### src/rtl/addr_route_pkg.sv
// addr_route_pkg: shared defaults and helpers for addr_route_buffer
package addr_route_pkg;
  localparam int DEF_DATA_W = 8;
  localparam int DEF_ADDR_W = 8;
  localparam int DEF_NUM_PORTS = 4;
  localparam int DEF_DEPTH = 4;
  localparam int DROP_CNT_W = 16;
  function automatic int sel_w(input int n);
    return $clog2(n);
  endfunction
endpackage

### src/rtl/route_fifo.sv
// route_fifo: show-ahead FIFO, head forced to 0 while empty
module route_fifo #(
  parameter int W = 16,
  parameter int DEPTH = 4
) (
  input  logic                       clk,
  input  logic                       rst_b,
  input  logic                       push,
  input  logic                       pop,
  input  logic [W-1:0]               din,
  output logic [W-1:0]               dout,
  output logic                       full,
  output logic                       empty,
  output logic [$clog2(DEPTH):0]     level
);
  localparam int PW = $clog2(DEPTH);
  localparam int LVL_W = PW + 1;
  logic [W-1:0] mem [DEPTH];
  logic [PW-1:0] wr, rd;
  logic pop_ok;
  assign empty = level == '0;
  assign full = level == LVL_W'(DEPTH);
  assign pop_ok = pop && !empty;
  assign dout = empty ? '0 : mem[rd];
  // storage is deliberately left out of reset
  always_ff @(posedge clk)
    if (push) mem[wr] <= din;
  always_ff @(posedge clk or negedge rst_b)
    if (!rst_b) begin
      wr <= '0;
      rd <= '0;
      level <= '0;
    end else begin
      if (push) wr <= wr + 1'b1;
      if (pop_ok) rd <= rd + 1'b1;
      level <= level + LVL_W'(push) - LVL_W'(pop_ok);
    end
endmodule

### src/rtl/addr_route_buffer.sv
// addr_route_buffer: decodes low address bits into per-port FIFOs, drops off-base words.
// Optional ROUTE_DROP_CNT_EN adds a saturating drop_cnt output.
module addr_route_buffer
  import addr_route_pkg::*;
#(
  parameter int DATA_W = DEF_DATA_W,
  parameter int ADDR_W = DEF_ADDR_W,
  parameter int NUM_PORTS = DEF_NUM_PORTS,
  parameter int DEPTH = DEF_DEPTH,
  parameter logic [ADDR_W-1:0] BASE_ADDR = '0
) (
  input  logic                                    clk,
  input  logic                                    rst_b,
  input  logic [ADDR_W-1:0]                       addr_in,
  input  logic [DATA_W-1:0]                       data_in,
  input  logic                                    valid_in,
  output logic                                    rcv_rdy,
  output logic [NUM_PORTS*ADDR_W-1:0]             addr_out,
  output logic [NUM_PORTS*DATA_W-1:0]             data_out,
  output logic [NUM_PORTS-1:0]                    valid_out,
  input  logic [NUM_PORTS-1:0]                    data_rd,
  output logic [NUM_PORTS*($clog2(DEPTH)+1)-1:0]  fill_level
`ifdef ROUTE_DROP_CNT_EN
  , output logic [DROP_CNT_W-1:0]                 drop_cnt
`endif
);
  localparam int SEL_W = sel_w(NUM_PORTS);
  localparam int LVL_W = $clog2(DEPTH) + 1;
  typedef struct packed {
    logic [ADDR_W-1:0] addr;
    logic [DATA_W-1:0] data;
  } entry_t;
  logic [SEL_W-1:0] dest;
  logic match, acc;
  logic [NUM_PORTS-1:0] full, empty, push;
  entry_t din;
  assign dest = addr_in[SEL_W-1:0];
  assign match = addr_in[ADDR_W-1:SEL_W] == BASE_ADDR[ADDR_W-1:SEL_W];
  assign rcv_rdy = rst_b && (!match || !full[dest]);
  assign acc = valid_in && rcv_rdy;
  assign din = '{addr: addr_in, data: data_in};
  for (genvar p = 0; p < NUM_PORTS; p++) begin : g_port
    entry_t dout;
    assign push[p] = acc && match && dest == SEL_W'(p);
    route_fifo #(.W($bits(entry_t)), .DEPTH(DEPTH)) u_fifo (
      .clk(clk),
      .rst_b(rst_b),
      .push(push[p]),
      .pop(data_rd[p]),
      .din(din),
      .dout(dout),
      .full(full[p]),
      .empty(empty[p]),
      .level(fill_level[p*LVL_W +: LVL_W])
    );
    assign addr_out[p*ADDR_W +: ADDR_W] = dout.addr;
    assign data_out[p*DATA_W +: DATA_W] = dout.data;
    assign valid_out[p] = !empty[p];
  end
`ifdef ROUTE_DROP_CNT_EN
  always_ff @(posedge clk or negedge rst_b)
    if (!rst_b) drop_cnt <= '0;
    else if (acc && !match && drop_cnt != '1) drop_cnt <= drop_cnt + 1'b1;
`endif
endmodule

### config.mk
export PLATFORM = sky130hd
export DESIGN_NAME = addr_route_buffer
export DESIGN_NICKNAME = d
export VERILOG_FILES = /design/src/rtl/addr_route_pkg.sv /design/src/rtl/route_fifo.sv /design/src/rtl/addr_route_buffer.sv
export SDC_FILE = /design/constraint.sdc
export NUM_CORES = 1
export LEC_CHECK = 0
export BUFFER_PORTS_ARGS = -buffer_cell sky130_fd_sc_hd__buf_2
export CORE_MARGIN = 1
export CORE_UTILIZATION = 30
export DETAILED_ROUTE_END_ITERATION = 8
export MAX_ROUTING_LAYER = met4
export RECOVER_POWER = 100
export SLEW_MARGIN = 10
export SYNTH_ARGS = -nofsm -noshare
export SYNTH_HDL_FRONTEND = slang
export SYNTH_HIERARCHICAL = 1
export SYNTH_SLANG_ARGS = --single-unit
### constraint.sdc
create_clock -name clk -period 2.9 [get_ports clk]
set_input_delay 0.145 -clock clk [delete_from_list [all_inputs] [get_ports clk]]
set_output_delay 0.145 -clock clk [all_outputs]
set_load 0.02 [all_outputs]
* After elaboration in Yosys (flattened, before gate mapping) *
Memories as Yosys holds them, arrays and structs flattened.
Cells that the tools add are included.

word-level totals
  register bits = 28
  latch bits = 0
  memory bits (writable) = 256
  memory bits (read-only) = 0
  bits of input ports = 23
  logic and storage cells = 78
  memories = 4

cells by class
  add/subtract/negate cells = 16
  multipliers = 0
  div/mod/pow operators = 0
  magnitude comparators = 1
  equal/unequal tests = 7
  shifts and indexed selects = 0
  mux-type cells = 14
  bitwise logic cells = 0
  reductions and logical operators = 24

memories
  name                  words  bits a word  rd ports  clocked after Yosys merged registers in  wr ports  RTL line          RTL
  g_port[0].u_fifo.mem  4      16           1         0                                        1         route_fifo.sv:18  logic [W-1:0] mem [DEPTH];
  g_port[1].u_fifo.mem  4      16           1         0                                        1         route_fifo.sv:18
  g_port[2].u_fifo.mem  4      16           1         0                                        1         route_fifo.sv:18
  g_port[3].u_fifo.mem  4      16           1         0                                        1         route_fifo.sv:18

operators by type and width
  operator                                                                       number
  16-bit two-way mux                                                             4
  2-bit by 1-bit adder with 2-bit output (second input constant)                 8
  3-bit by 1-bit adder with 3-bit output                                         4
  3-bit == test (second input constant)                                          4
  3-bit logical NOT                                                              4
  3-bit by 1-bit subtractor with 3-bit output                                    4
  1-bit logical AND                                                              11
  1-bit two-way mux                                                              9
  1-bit logical NOT                                                              6
  6-bit logical NOT                                                              1
  2-bit == test (second input constant)                                          2
  2-bit by 3-bit less-than comparator with 1-bit output (second input constant)  1
  1-bit binary-select mux with 2-bit select                                      1
  2-bit by 1-bit == test with 1-bit output (second input constant)               1
  2-bit logical NOT                                                              1
  1-bit logical OR                                                               1

* Logic depth before layout (Yosys ltp) *
Gate-level depths: netlist of run 1.

  depth in word-level cells = 11
  gate-level depth with buffers = 9
  gate-level depth less buffers = 9

* By module *
The synthesis of run 1 kept the hierarchy.

by module, submodules not included
  module             times used  cells an instance  area each (µm²)  sequential area each (µm²)
  route_fifo         4           138                2865.2           2097.0
  addr_route_buffer  1           18                 102.6            0.0

* Least setup slack after synthesis of run 1 *
No wires, ideal clock.

  path type = register -> register
  start point = register g_port[0].u_fifo.level[2]
  end point = register g_port[2].u_fifo.level[2]
  arrival = 2.430 ns
  slack = 0.336 ns
  stages on the path, launching flop included = 10
  cells stage by stage = dfrtp_1 > nor3b_1 > nor2b_1 > a211o_1 > nor3_1 > ha_1 > inv_1 > fa_1 > xnor2_1 > xnor2_1

on the way
  cells in the longest elaborated chain, start to end = 11

ends and longest elaborated chain
  what                                         RTL line                 RTL
  start: declaration                           route_fifo.sv:14         output logic [$clog2(DEPTH):0] level
  start signal: assignment                     route_fifo.sv:36         level <= level + LVL_W'(push) - LVL_W'(pop_ok);
  3-bit == test                                route_fifo.sv:22         assign full = level == LVL_W'(DEPTH);
  named net full[0]                            addr_route_buffer.sv:35  logic [NUM_PORTS-1:0] full, empty, push;
  1-bit binary-select mux with 2-bit select    addr_route_buffer.sv:39  assign rcv_rdy = rst_b && (!match || !full[dest]);
  1-bit two-way mux (not written as such)      addr_route_buffer.sv:39
  1-bit logical NOT                            addr_route_buffer.sv:39
  1-bit logical OR                             addr_route_buffer.sv:39
  1-bit logical AND                            addr_route_buffer.sv:39
  1-bit logical AND                            addr_route_buffer.sv:40  assign acc = valid_in && rcv_rdy;
  1-bit logical AND (2 in series)              addr_route_buffer.sv:44  assign push[p] = acc && match && dest == SEL_W'(p);
  named net push[2]                            addr_route_buffer.sv:35
  3-bit by 1-bit adder with 3-bit output       route_fifo.sv:36
  3-bit by 1-bit subtractor with 3-bit output  route_fifo.sv:36
  end signal: assignment                       route_fifo.sv:36
  end: declaration                             route_fifo.sv:14

The timed path passes the listed nets, and every way through them passes these cells. The select of a mux whose other input is x is not followed.
A chain may end at the register's enable or synchronous reset.

* Final worst setup path of run 1 *
  start point = register g_port[3].u_fifo.rd[0]
  end point = output port addr_out[28]

on the way
  cells in the longest elaborated chain, start to end = 2

ends and longest elaborated chain
  what                      RTL line                 RTL
  start: declaration        route_fifo.sv:19         logic [PW-1:0] wr, rd;
  start signal: assignment  route_fifo.sv:35         if (pop_ok) rd <= rd + 1'b1;
  memory 4 x 16 bit         n/a
  16-bit two-way mux        route_fifo.sv:24         assign dout = empty ? '0 : mem[rd];
  end: declaration          addr_route_buffer.sv:18  output logic [NUM_PORTS*ADDR_W-1:0] addr_out,

No other way between the ends.

==> results of run 1 <==
## sequential cells by signal, indices dropped and copies added, names as in the netlist
name and count:
g_port.u_fifo/mem 256, g_port.u_fifo/rd 8, g_port.u_fifo/wr 8, g_port.u_fifo/level 12
## repair_timing
action,CTS,global route
endpoints found under the setup margin,0,0
endpoints found under the hold margin,35,0
hold buffers,5,0
## per-layer routing
metal  vias up  GRT usage
met2       154     0.2142
li1       2537          -
met5         -          -
met1      2890     0.1762
met3        38    0.02163
met4         0    0.03675
## worst max-delay path, stage by stage, from the launching register on
cell	delay, ns
dfrtp_1	0.52
buf_4	0.29
clkbuf_2	0.24
mux4_2	0.50
and2_0	0.21
buf_2	0.18
## power by group
group,switching [µW],internal [µW],total (µW)
combinational,2240,1610,3840
clock,1410,1790,3210
sequential,415,4620,5040
## area by class of cell
type | instances | area [µm²] | area share
repair buffers | 142 | 641.9 | 0.04769
flip-flops and latches | 284 | 8388 | 0.6232
inverters | 38 | 142.6 | 0.01060
clock inverters | 7 | 32.53 | 0.002417
well taps | 511 | 639.4 | 0.04750
clock buffers | 42 | 762.0 | 0.05661
multi-input cells | 228 | 2853 | 0.2120
## final timing paths
check,endpoint,startpoint,cells after the start
hold reg to reg,g_port[3].u_fifo/wr[0],g_port[3].u_fifo/wr[0],1
setup reg to reg,g_port[0].u_fifo/mem[3][0],g_port[0].u_fifo/level[2],7
min in group asynchronous,g_port[3].u_fifo/level[1],rst_b,3
max in group asynchronous,g_port[2].u_fifo/level[1],rst_b,3
setup / recovery,addr_out[28],g_port[3].u_fifo/rd[0],5
hold / removal,g_port[1].u_fifo/mem[0][5],data_in[5],1
## metrics by stage
stage,total power [µW],instances
6_report,12090,1252
5_1_grt,12730,1252
3_5_place_dp,9240,1198
4_1_cts,12470,1252
2_1_floorplan,7940,570
3_3_place_gp,9197,1198
## placed cells by master, fill, tap and decap left out, types with 6 or more instances in the layout
| master | instances |
|---|---|
| mux4_2 | 32 |
| clkbuf_1 | 111 |
| and2_1 | 58 |
| clkbuf_2 | 13 |
| buf_2 | 18 |
| clkbuf_16 | 27 |
| buf_4 | 6 |
| inv_1 | 38 |
| edfxtp_1 | 256 |
| ha_1 | 24 |
| dfrtp_1 | 28 |
| and2_0 | 22 |
| xnor2_1 | 16 |
| mux4_1 | 32 |
## cell families after synthesis
| logic type | after synthesis |
|---|---|
| buffers and inverters | 58 |
| adders and majority gates | 28 |
| AOI/OAI and AO/OA | 14 |
| DFF | 284 |
| muxes | 65 |
| and+or+nand+nor | 101 |
| xor gates and xnor gates | 20 |
==> results.md, run 1 <==
- Worst vdd ir: roughly 630 µV
- Wirelength per Cell: between 20 and 25 µm
- Mapped Cells: 570
- CTS tree: yes
- Netlist Area Pre-Place: 11560 µm²
- Synth top area share: 0.6648
- Postcts setup bufs: 0
- First-pass GRT wire length: around 37 mm
- CP Data Required Time: 2.76 ns
- Clk slew on worst S/H paths: approximately 0.060 ns
- Top cells by area, synth: edfxtp_1, mux4_1, mux4_2
- Adder-cell share of the synthesized area: 0.03289
- ANT cells: 0
- Metal2 WL: 12.12 mm
- Most area-hungry cell type in the Yosys netlist: edfxtp_1
- Post-Synth XOR/XNOR Area: 0.01515
- FF-to-FF setup slack: between 0.2 and 0.3 ns
- Largest family of logic cells by synthesized area: multiplexers
- Post-detail-place hpwl: 16.28 mm
- Drt first pass iters: 4
- Port bufs: between 100 and 150
- Sequential fraction of the synthesis area: 0.7254
- Status: finished, final reports clean
- Pre-CTS setup slack: roughly 0.55 ns
- GRT Overall Usage: 0.1338
- Setup TNS: 0 ns
- Fraction of layout cells with a size suffix above 1: 0.1390
- P&R area growth vs syn: 16.39%
- HP Class: input pin to flip-flop
- Fin crit period: around 2.6 ns
- Top sig layer: met4
- CTS buffer count: 27
- Clock sink total: 284
- Max Freq: around 380 MHz
- Initial Util: 0.3063
- Post-synth EDFFs: 256
- Slew headroom: 0.3321
- Worst slew pin tran: 1.002 ns
- Syn nets: ~620
- PwrDens: around 900 nW/µm²
- GR Overflow Total: 0
- Startpoint types: flip-flop
- CP Max Fanout: 10
- Number of synthesized register bits: around 280
- Post-CTS sizing: 0
- WL final: ~25 mm
- Leak: between 0.004 and 0.005 µW
- Post-synth top cells: edfxtp_1, and2_1, inv_1
- Post-route setup slack: 0.2561 ns
- Final Core Density: 0.3565
- Count of cell types in the netlist: 28
- Most frequent cell after synthesis: edfxtp_1
- CTS max path bufs: 3
- M1 WL: around 11 mm
- Synth Area in Compound Gates: 0.008873
- I/O pin cnt: approximately 100
- Die footprint: 39330 µm²
- Layout net count: 772
- H-tree Lvls: 1
- Crit Path Class: flip-flop to primary output
- Initial antenna violation count: 0
- Fin. Hold Viols: 0
- WHS: 0.2476 ns
- Fin Clk Skew: around 0.017 ns
- CP endpoint kind: primary output
- RSZ-0062 raised after global routing: no
- Area of the core: ~38000 µm²
- Max Cap Viol: 0
- Final GP Congestion: 0.7441
- Top_reg_cell synth: edfxtp_1
- Number of global-route vias before repair: 5701
- Worst-skew pair later-pin latency: roughly 0.54 ns
- Fill cells: around 3600
- Via/cell ratio: between 4 and 5
- Post-route ant nets: 0
- DIE WIDTH: between 150 and 200 µm
- Simple-gate share of the synthesized area: 0.05388
- DRC viols: 0
- Met3 WL post-DR: roughly 1.6 mm
- Via count: between 5000 and 6000
- Initial drt markers: between 300 and 400
- # rows: 71
- Yosys warns: 6
- Die Y: ~200 µm
- Fin crit share: 0.9117
- Clock Root Buffer: clkbuf_16
- Mux cell area share after synthesis: 0.1359
- Async SR Flop Fraction: 0.09859
- Placed cell area: between 10000 and 15000 µm²
- Mapped Avg Cell Area: approximately 20 µm²
- Slew Viols, Final: 0
- # setup viols final: 0
- Critical Path AT: 2.50 ns
- Largest net degree at the start of global routing: 30
- Design area: between 10000 and 15000 µm²
Note: power is estimated with default switching activity, not from simulation.
==> inputs of run 2 (changes only) <==
Settings changed: ABC_AREA set to 1.
==> run 2 against run 1 <==
  * Combinational power increased by 41%
  * Sequential power decreased by 2%
  * Synthesized area increased by 14%
  * Total power increased by 16%
  * Clock power increased by 15%
  * Setup slack got worse by 0.021 ns
  * Core utilization decreased by 0.85 points
  * Final cell count increased by 58%
  * Synthesized cell count increased by 120%
  * Count of clock-buffer cells in the layout increased by 2
  * Sequential share of layout area decreased by 6.6 points
  * Critical endpoint is now addr_out[0]
  * Largest power group is now combinational cells
==> results.md, run 2 <==
- Via count: 8322 (was 5619)
- Commonest cells after routing, fill and taps aside: inv_1, nand2_1, edfxtp_1 (was edfxtp_1, clkbuf_1, and2_1)
- Fin crit period: 2.665 ns (was 2.644 ns)
- Fin. Hold Viols: 0 (unchanged)
- Fin crit share: 0.9189 (was 0.9117)
- Startpoint types: flip-flop (unchanged)
- Top reg by flops: g_port.u_fifo/mem (unchanged)
- Initial Util: 0.3051 (was 0.3063)
- Most area-hungry cell type in the Yosys netlist: edfxtp_1 (unchanged)
- Leak: 0.006645 µW (was 0.004567 µW)
- Top cells by area, synth: edfxtp_1, inv_1, nand2_1 (was edfxtp_1, mux4_1, mux4_2)
- Adder-cell share of the synthesized area: 0.02882 (was 0.03289)
- Critical Path AT: 2.52 ns (was 2.50 ns)
- Setup TNS: 0 ns (unchanged)
- Status: finished, final reports clean (unchanged)
- Clk pwr share: 0.263 (was 0.265)
- # setup viols final: 0 (unchanged)
- RSZ-0062 raised after global routing: no (unchanged)
- Hold buffers post-CTS: 6 (was 5)
- Worst-skew pair later-pin latency: 0.55 ns (was 0.54 ns)
- CP endpoint kind: primary output (unchanged)
- Biggest regs: g_port.u_fifo/mem x256, g_port.u_fifo/level x12 (unchanged)
- Logic pwr share: 0.386 (was 0.318)
- Fraction of layout cells with a size suffix above 1: 0.1232 (was 0.1390)
- Most common cell after layout, fill and taps aside: inv_1 (was edfxtp_1)
- Drt first pass iters: 4 (unchanged)
- Post-synth top cells: inv_1, nand2_1, edfxtp_1 (was edfxtp_1, and2_1, inv_1)
- Wirelength per Cell: 16.06 µm (was 20.05 µm)
- Yosys warns: 6 (unchanged)
- Post-Synth XOR/XNOR Area: 0.007963 (was 0.01515)
- Async SR Flop Fraction: 0.09859 (unchanged)
- Most frequent cell after synthesis: inv_1 (was edfxtp_1)
- Die Y: 211.8 µm (was 198.3 µm)
- Netlist Area Pre-Place: 13200 µm² (was 11560 µm²)
- Clock Root Buffer: clkbuf_16 (unchanged)
- H-tree Lvls: 1 (unchanged)
- P&R area growth vs syn: 14.08% (was 16.39%)
- Mux cell area share after synthesis: 0 (was 0.1359)
- CTS max path bufs: 3 (unchanged)
- WHS: 0.1994 ns (was 0.2476 ns)
- Sequential fraction of the synthesis area: 0.6355 (was 0.7254)
- Largest net degree at the start of global routing: 36 (was 30)
- Sw Ratio: 0.4108 (was 0.3364)
- Post-detail-place hpwl: 20.79 mm (was 16.28 mm)
- Crit Path Class: flip-flop to primary output (unchanged)
- Slew headroom: 0.1861 (was 0.3321)
- Max Freq: 375.2 MHz (was 378.2 MHz)
- GRT Overall Usage: 0.1482 (was 0.1338)
- Top_reg_cell synth: edfxtp_1 (unchanged)
- Post-route ant nets: 0 (unchanged)
- Port bufs: 103 (unchanged)
- Post-CTS sizing: 0 (unchanged)
- ANT cells: 0 (unchanged)
- Mapped Avg Cell Area: 10.58 µm² (was 20.29 µm²)
- Worst vdd ir: 651.6 µV (was 630.1 µV)
- Number of synthesized register bits: 284 (unchanged)
- P_int: 8257 µW (was 8021 µW)
- Initial drt markers: 582 (was 326)
- Slew Viols, Final: 0 (unchanged)
- Syn nets: 1298 (was 621)
- Postcts setup bufs: 0 (unchanged)
- Net Switching: 5758 µW (was 4066 µW)
- CTS buffer count: 30 (was 27)
- I/O pin cnt: 104 (unchanged)
- Fin Clk Skew: 0.02330 ns (was 0.01709 ns)
- GR Overflow Total: 0 (unchanged)
- PwrDens: 930.8 nW/µm² (was 898.1 nW/µm²)
- Mapped Cells: 1247 (was 570)
- Max Cap Viol: 0 (unchanged)
- Clock sink total: 284 (unchanged)
- Synth Area in Compound Gates: 0.03583 (was 0.008873)
- Via/cell ratio: 4.218 (was 4.488)
- Final GP Congestion: 0.7938 (was 0.7441)
- HP Class: input pin to flip-flop (unchanged)
- Initial antenna violation count: 1 (was 0)
- Area of the core: 43270 µm² (was 37760 µm²)
- First-pass GRT wire length: 48.65 mm (was 37.03 mm)
- FF-to-FF setup slack: 0.37 ns (was 0.28 ns)
- Synth top area share: 0.5824 (was 0.6648)
- Post-synth EDFFs: 256 (unchanged)
- CP Data Required Time: 2.76 ns (about the same)
- Flip-flop count of the largest register after layout: 256 (unchanged)
- # rows: 76 (was 71)
- Fill cells: 4321 (was 3603)
- Worst slew pin tran: 1.221 ns (was 1.002 ns)
- WL final: 31.69 mm (was 25.10 mm)
- Clk slew on worst S/H paths: 0.06 ns (about the same)
- DRC viols: 0 (unchanged)
- DIE WIDTH: 211.8 µm (was 198.3 µm)
- CP Max Fanout: 33 (was 10)
- Simple-gate share of the synthesized area: 0.1649 (was 0.05388)
- Number of global-route vias before repair: 8112 (was 5701)
- Layout net count: 1415 (was 772)
- Seq pwr share: 0.352 (was 0.417)
- Largest family of logic cells by synthesized area: simple AND/OR/NAND/NOR gates (was multiplexers)
- Storage cell area: 8388 µm² (unchanged)
- Multi-input gate area: 3124 µm² (was 2853 µm²)
- CTS tree: yes (unchanged)
- Die footprint: 44840 µm² (was 39330 µm²)
- Count of cell types in the netlist: 26 (was 28)
-- run 2: area by class of cell --
class,count,area share
sequential,284,0.5571
multi-input combinational,583,0.2075
inverter,332,0.08409
clock buffer,44,0.05468
tap,585,0.04861
timing repair buffer,133,0.03989
clock inverter,12,0.008144
-- run 2: cells by family (layout without fill, tap and decap cells) --
| family | after synthesis | in the layout |
|---|---|---|
| flops | 284 | 284 |
| fa+ha+maj | 28 | 28 |
| xor+xnor | 12 | 12 |
| simple gates | 471 | 471 |
| buf+inv | 380 | 521 |
| compound gates | 72 | 72 |
-- run 2: metal layers --
layer | track usage | vias up | share of wire
li1 | - | 4122 | -
met3 | 0.02359 | 37 | 0.047
met4 | 0.03448 | 0 | 0.021
met1 | 0.1996 | 3964 | 0.47
met2 | 0.2341 | 199 | 0.46
met5 | - | - | 0
-- run 2: worst max-delay path, cell delays in order (launching register included) --
cell     delay, ns
dfrtp_1       0.41
buf_4         0.36
inv_2         0.37
nand2_1       0.15
nand3_1       0.08
a21oi_1       0.35
buf_2         0.25
-- run 2: path summary, 6_finish.rpt --
path                                          endpoint  cells after the start                      start
setup / recovery                           addr_out[0]                      6     g_port[0].u_fifo/rd[0]
hold / removal                  g_port[3].u_fifo/wr[1]                      5                   valid_in
setup reg to reg           g_port[2].u_fifo/mem[2][12]                      9  g_port[2].u_fifo/level[2]
hold reg to reg                 g_port[0].u_fifo/wr[0]                      1     g_port[0].u_fifo/wr[0]
max in group asynchronous       g_port[2].u_fifo/rd[1]                      3                      rst_b
min in group asynchronous       g_port[3].u_fifo/wr[1]                      3                      rst_b
-- run 2: stage by stage --
| step | cells | area, µm² | utilization | worst slack (ns) | total power, µW |
|---|---|---|---|---|---|
| after floorplan | 1247 | 13200 | - | 0.7702 | 9053 |
| after global routing | 1973 | 15060 | 0.3480 | 0.02827 | 14840 |
| after CTS | 1973 | 15230 | 0.3520 | 0.3600 | 14430 |
| after global placement | 1911 | 14220 | 0.3287 | 0.4204 | 10650 |
| final | 1973 | 15060 | 0.3480 | 0.2351 | 14010 |
| after detailed placement | 1911 | 14220 | 0.3287 | 0.3819 | 10720 |
-- run 2: power by group through the flow --
stage / logic (µW) / registers [µW] / clock network (µW)
floorplan: 4120 / 4930 / 0
global placement: 5660 / 4990 / 0
detailed placement: 5710 / 5010 / 0
CTS: 5730 / 4920 / 3770
global route: 5960 / 4960 / 3910
finish: 5410 / 4930 / 3680
